<file path="src/rtl/blockram_arbiter.sv">
// Two-requester arbiter in front of a single-port-per-direction block RAM.
// Define ARB_FIXED_PRIO_EN for fixed A-priority; default build is round-robin.
module blockram_arbiter (
  input  logic       Clk,
  input  logic       nReset,
  input  logic       AValid,
  output logic       AReady,
  input  logic       AWrite,
  input  logic [9:0] AAddr,
  input  logic [7:0] AWData,
  output logic       ARValid,
  input  logic       BValid,
  output logic       BReady,
  input  logic       BWrite,
  input  logic [9:0] BAddr,
  input  logic [7:0] BWData,
  output logic       BRValid,
  output logic [7:0] RData,
  output logic       RamReadEnable,
  output logic [9:0] RamReadAddr,
  input  logic [7:0] RamReadData,
  output logic       RamWriteEnable,
  output logic [9:0] RamWriteAddr,
  output logic [7:0] RamWriteData
);

  logic       r_live;
  logic       r_tag1Valid;
  logic       r_tag1B;
  logic       w_pickA;
  logic       w_accept;
  logic       w_write;
  logic [9:0] w_addr;
  logic [7:0] w_data;

`ifdef ARB_FIXED_PRIO_EN
  always_comb begin
    w_pickA = 1'b1;
  end
`else
  logic r_lastGrantB;

  // Round-robin: on contention, the requester not granted last wins.
  always_comb begin
    w_pickA = !BValid || r_lastGrantB;
  end

  always_ff @(posedge Clk or negedge nReset) begin
    if (!nReset) begin
      r_lastGrantB <= 1'b1;
    end else if (w_accept) begin
      r_lastGrantB <= BReady;
    end
  end
`endif

  always_comb begin
    AReady   = r_live && AValid && w_pickA;
    BReady   = r_live && BValid && !AReady;
    w_accept = AReady || BReady;
    w_write  = BReady ? BWrite : AWrite;
    w_addr   = BReady ? BAddr  : AAddr;
    w_data   = BReady ? BWData : AWData;
  end

  assign RData = RamReadData;

  // r_live holds grants off for the first cycle after reset release.
  always_ff @(posedge Clk or negedge nReset) begin
    if (!nReset) begin
      r_live         <= 1'b0;
      RamReadEnable  <= 1'b0;
      RamWriteEnable <= 1'b0;
      RamReadAddr    <= '0;
      RamWriteAddr   <= '0;
      RamWriteData   <= '0;
      r_tag1Valid    <= 1'b0;
      r_tag1B        <= 1'b0;
      ARValid        <= 1'b0;
      BRValid        <= 1'b0;
    end else begin
      r_live         <= 1'b1;
      RamReadEnable  <= w_accept && !w_write;
      RamWriteEnable <= w_accept && w_write;
      if (w_accept && !w_write) begin
        RamReadAddr <= w_addr;
      end
      if (w_accept && w_write) begin
        RamWriteAddr <= w_addr;
        RamWriteData <= w_data;
      end
      // Tag stage 1 tracks the issue cycle, stage 2 is the RValid pulse.
      r_tag1Valid <= w_accept && !w_write;
      r_tag1B     <= BReady;
      ARValid     <= r_tag1Valid && !r_tag1B;
      BRValid     <= r_tag1Valid && r_tag1B;
    end
  end

endmodule

</file>
<file path="config.mk">
export PLATFORM = sky130hd
export DESIGN_NAME = blockram_arbiter
export DESIGN_NICKNAME = d
export VERILOG_FILES = /design/src/rtl/blockram_arbiter.sv
export SDC_FILE = /design/constraint.sdc
export NUM_CORES = 1
export LEC_CHECK = 0
export BUFFER_PORTS_ARGS = -buffer_cell sky130_fd_sc_hd__buf_2
export CAP_MARGIN = 0
export CELL_PAD_IN_SITES_DETAIL_PLACEMENT = 0
export CELL_PAD_IN_SITES_GLOBAL_PLACEMENT = 2
export CORE_UTILIZATION = 22
export CTS_CLUSTER_DIAMETER = 80
export DETAILED_ROUTE_END_ITERATION = 16
export PLACE_DENSITY = 0.87
export SYNTH_ARGS = -nofsm -noshare
export SYNTH_HDL_FRONTEND = slang
export SYNTH_SLANG_ARGS = --single-unit
</file>
<file path="constraint.sdc">
create_clock -name Clk -period 1.25 [get_ports Clk]
set_input_delay 0.25 -clock Clk [delete_from_list [all_inputs] [get_ports Clk]]
set_output_delay 0.25 -clock Clk [all_outputs]
set_load 0.02 [all_outputs]
</file>
# Word-level counts from Yosys, hierarchy flattened
# Index checks and enable logic that the tools add are counted.
# totals
reg_bits	35
inputBits	50
elab_cells	27
# op_classes
n_mux	3
n_reduce_logical	14
# op_table
op	n
$mux 10	1
$logic_and 1x1->1	8
$mux 8	1
$logic_not 1->1	4
$logic_or 1x1->1	2
$mux 1	1

# Depth between registers and ports, before layout
# depth
ltp_word	8
ltp_mapped	7
mapped_depth_nobuf	4

# Worst setup path before layout
# Ideal clock, no wire load.
# synth_timing
path_kind	reg2reg
from	reg r_lastGrantB
to	reg RamReadAddr[7]
t_arrival_ns	1.251
stages_incl_launch_ff	6
path_buffers	1
setup_slack_ns	-0.124
path_cell_list	dfstp_2 -> a21boi_4 -> nand2_4 -> buf_6 -> mux2i_2 -> o21ai_1
# synth_via
elab_chain_len	7
word_cells_on_any_way	9
cone_classes	2 x mux; 7 x reduce/logical
# synth_lines
item	line	source
start, declared	41	logic r_lastGrantB;
start signal, assigned	52	r_lastGrantB <= BReady;
$logic_or 1x1->1 *	45	w_pickA = !BValid || r_lastGrantB;
$logic_and 1x1->1 *	58	AReady = r_live && AValid && w_pickA;
$logic_not 1->1	59	BReady = r_live && BValid && !AReady;
$logic_and 1x1->1	59	
$mux 1	61	w_write = BReady ? BWrite : AWrite;
$logic_not 1->1	85	if (w_accept && !w_write) begin
$logic_and 1x1->1	85	
end signal, assigned	86	RamReadAddr <= w_addr;
end, declared	20	output logic [9:0] RamReadAddr,
# Every way passes the cells marked *; elsewhere a longest branch is shown, timed or not.
# A chain may end at the register's enable or synchronous reset.

# Worst setup path in the final report
# layout_timing
from	reg r_lastGrantB
to	reg RamWriteAddr[2]
# layout_via
elab_chain_len	6
word_cells_on_any_way	8
cone_classes	2 x mux; 6 x reduce/logical
# layout_lines
item	line	source
$logic_or 1x1->1 *	45	
$logic_and 1x1->1 *	58	
$logic_not 1->1	59	
$logic_and 1x1->1	59	
$mux 1 / $logic_or 1x1->1 (equally long branches)	61, 60	
$logic_and 1x1->1	88	if (w_accept && w_write) begin
end signal, assigned	89	RamWriteAddr <= w_addr;
end, declared	23	output logic [9:0] RamWriteAddr,
# Marks and branches as above.

==> impl_results.md <==
* Status: complete, but fails checks
* Violated checks: setup timing
* Max IR drop VDD at between 600 and 700 µV
* Seq/Total Area, Yosys at a little under three fifths
* WHS Endpoint: RamReadAddr[1]
* Largest regs: RamReadAddr: 10 flops, RamWriteAddr: 10 flops, RamWriteData: 8 flops
* Worst skew pair latency at 290 ps
* GRT Total Usage at between 10 and 15%
* CP Data Arrival Time at between 1500 and 2000 ps
* Synth Net Count at between 150 and 200
* Max-Cap Viols at 0
* Ys Warns at 0
* Yosys top cell by area: dfrtp_1
* Root Buffer: clkbuf_8
* Delay-heaviest family, CP: flip-flops
* Path depth of the worst reg2reg path at 7
* CP required at between 1000 and 1500 ps
* Share of layout cells above drive strength 1 at 65.83%
* Maximum fanout along the worst path at 7
* Post-synthesis sequential element count at 35
* Largest cells by area after synthesis: dfrtp_1 54%, mux2i_1 11%, a21oi_1 5.7%
* Via density at 4.122
* Period Utilization, post-route at 122.7%
* Final GP Congestion at around 0.64
* Remaining Overflow, GRT at 0
* Min-delay src: BAddr[1]
* Setup CP Type: flop to flop
* P&R area growth vs syn at 68.98%
* Routed Antenna Nets at 0
* Htree depth at 2
* Reg2reg end: RamWriteAddr[2]
* Max Freq at around 0.65 GHz
* Core Footprint at 0.006832 mm²
* RSZ-0062 raised after global routing: yes
* Worst r2r src: r_lastGrantB
* Clock Sinks at 35
* Final min period at 1533 ps
* Filler cell count at roughly 700
* Mapped Cells at ~140
* Inst Count DP at between 300 and 400
* WL per Instance at roughly 14 µm
* DRT iter0 DRCs at 25
* # diodes at 0
* Die area at between 0.007 and 0.008 mm²
* Reg2Reg Setup Slack at -280 ps
* Share of the synthesized area in the top cell type at 54.23%
* Lkg Pwr at between 1 and 1.5 nW
* PortBufs at between 70 and 80
* First-pass GRT wire length at between 6 and 7 mm
* Startpoint Class: flop
* Hold depth at 3
* Most frequent cells in the layout: 73 x buf_2, 34 x dfrtp_1, 14 x buf_6
* Worst-path clk slew at 80 ps
* Final design area excluding fillers at about 0.0027 mm²
* Final cell count without fillers at ~340
* Initial Util at roughly 23%
* Avg Cell Area, Syn at between 10 and 15 µm²
* Unique masters post-synth at 24
* Crit path cell chain: a21boi_4 -> buf_6 -> a32o_2 -> buf_12 -> buf_12 -> nor2_2 -> a21oi_2
* WP buf/inv at 3
* Placement Cell Area at between 0.002 and 0.0025 mm²
* Core Util, Final at 38.81%
* Ports at 92
* Critical path's slowest cell: dfstp_2
* Drt total wl at roughly 4.6 mm
* Final Hold Fails at 0
* Final Slew Violations at 0
* CTS buffer count at 5
* Crit path depth at 7
* Die span in y at 86.45 µm
* CTS tree: yes
* Final worst slack at -283.3 ps
* Post-layout nets at between 200 and 300
* PwrDens at 1561 mW/mm²
* Most used cell, CP: buf_12
* Hold Crit Class: input pin to flop
* DR vias at roughly 1400
* Vias in the first global route at roughly 1300
* Initial antenna violation count at 0
* DRC at 0
* Skew final at about 5.3 ps
* Commonest non-fill, non-tap cell in the layout: buf_2
* Die X at between 80 and 90 µm
* Detailed Place HPWL at 2.939 mm
* Site row count at 30
* Pre-CTS WS at -175.0 ps
* Largest net degree at the start of global routing at 22
* 1st-pass router iterations at 4
* CTS Buffer Depth at 2
* Setup violators final at 32
* Post-Syn Area at 0.001569 mm²
* CP max stage delay at between 500 and 600 ps
* Endpoint type of the worst setup path: flop
through the flow:
| step | hold slack, ps | TNS, ps | total power, mW |
|---|---|---|---|
| after floorplan | -45.59 | -1228 | 2.185 |
| after global placement | 191.5 | -2559 | 2.576 |
| after detailed placement | 200.6 | -3703 | 2.598 |
| after CTS | 253.9 | -7113 | 3.929 |
| after global routing | 251.5 | -9184 | 4.362 |
| final | 251.2 | -7578 | 4.140 |
power breakdown:
part	internal, mW	switching (mW)	total [mW]
clock network	0.798	0.429	1.23
logic	0.611	0.744	1.36
registers	1.38	0.183	1.56
total	2.78	1.36	4.14
worst register-to-register path: stages (launching register included):
cell and delay (ps):
dfstp_2 570, a21boi_4 80, buf_6 130, a32o_2 230
buf_12 140, buf_12 140, nor2_2 100, a21oi_2 40
per-layer routing:
metal | global-route usage [%] | vias to the layer above | part of all wire (%)
li1 | - | 664 | -
met1 | 14.32 | 660 | 44
met2 | 19.48 | 57 | 49
met3 | 4.190 | 4 | 7.1
met4 | 2.121 | 0 | 0.35
met5 | 0 | - | 0
how the worst max path moves through the flow:
stage                 startpoint               to  slack, ps
floorplan           r_lastGrantB   RamReadAddr[7]       -100
global placement    r_lastGrantB  RamWriteAddr[8]       -140
detailed placement  r_lastGrantB  RamWriteData[6]       -180
CTS                 r_lastGrantB           AReady       -270
global route        r_lastGrantB  RamWriteData[1]       -340
finish              r_lastGrantB  RamWriteAddr[2]       -280
cell families after synthesis:
kind of cell	count (synthesis)	share of synthesized area, %
muxes	18	11.72
DFF	35	55.90
other	1	0.2390
and+or+nand+nor	37	10.61
buffers and inverters	18	9.250
AOI/OAI and AO/OA	33	12.28
cells in the mapped netlist:
cell type   n
a31oi_1     1
mux2i_1    17
nand2_4     1
buf_6       6
and3_1      1
a32o_1      1
dfrtp_1    34
conb_1      1
o21ai_1     2
a21oi_1    18
inv_1       2
a21oi_2     1
o21ai_0     8
buf_4       8
dfstp_2     1
nor2b_1     3
buf_2       2
a21boi_4    1
nor2_1     18
nand2b_1    1
and2_1      3
a32oi_1     1
nand2_1    10
mux2i_2     1
repair_timing:
action / in CTS / in global routing
endpoints found under the setup margin: 30 / 32
resized for setup: 24 / 67
gates cloned: 2 / 4
buffers inserted: 4 / 4
hold buffers: 1 / 0
hold endpoints to repair: 12 / 0
pin swaps: 3 / 3
final cells by class:
| cell class | count | area [µm²] | share of cell area (%) |
|---|---|---|---|
| well taps | 96 | 120.1 | 4.530 |
| clock inverters | 2 | 60.06 | 2.265 |
| flip-flops and latches | 35 | 877.1 | 33.08 |
| clock buffers | 6 | 72.57 | 2.737 |
| inverters | 2 | 10.01 | 0.3775 |
| repair buffers | 106 | 725.7 | 27.37 |
| multi-input cells | 89 | 785.8 | 29.64 |
Power figures use the tool's default switching activity.
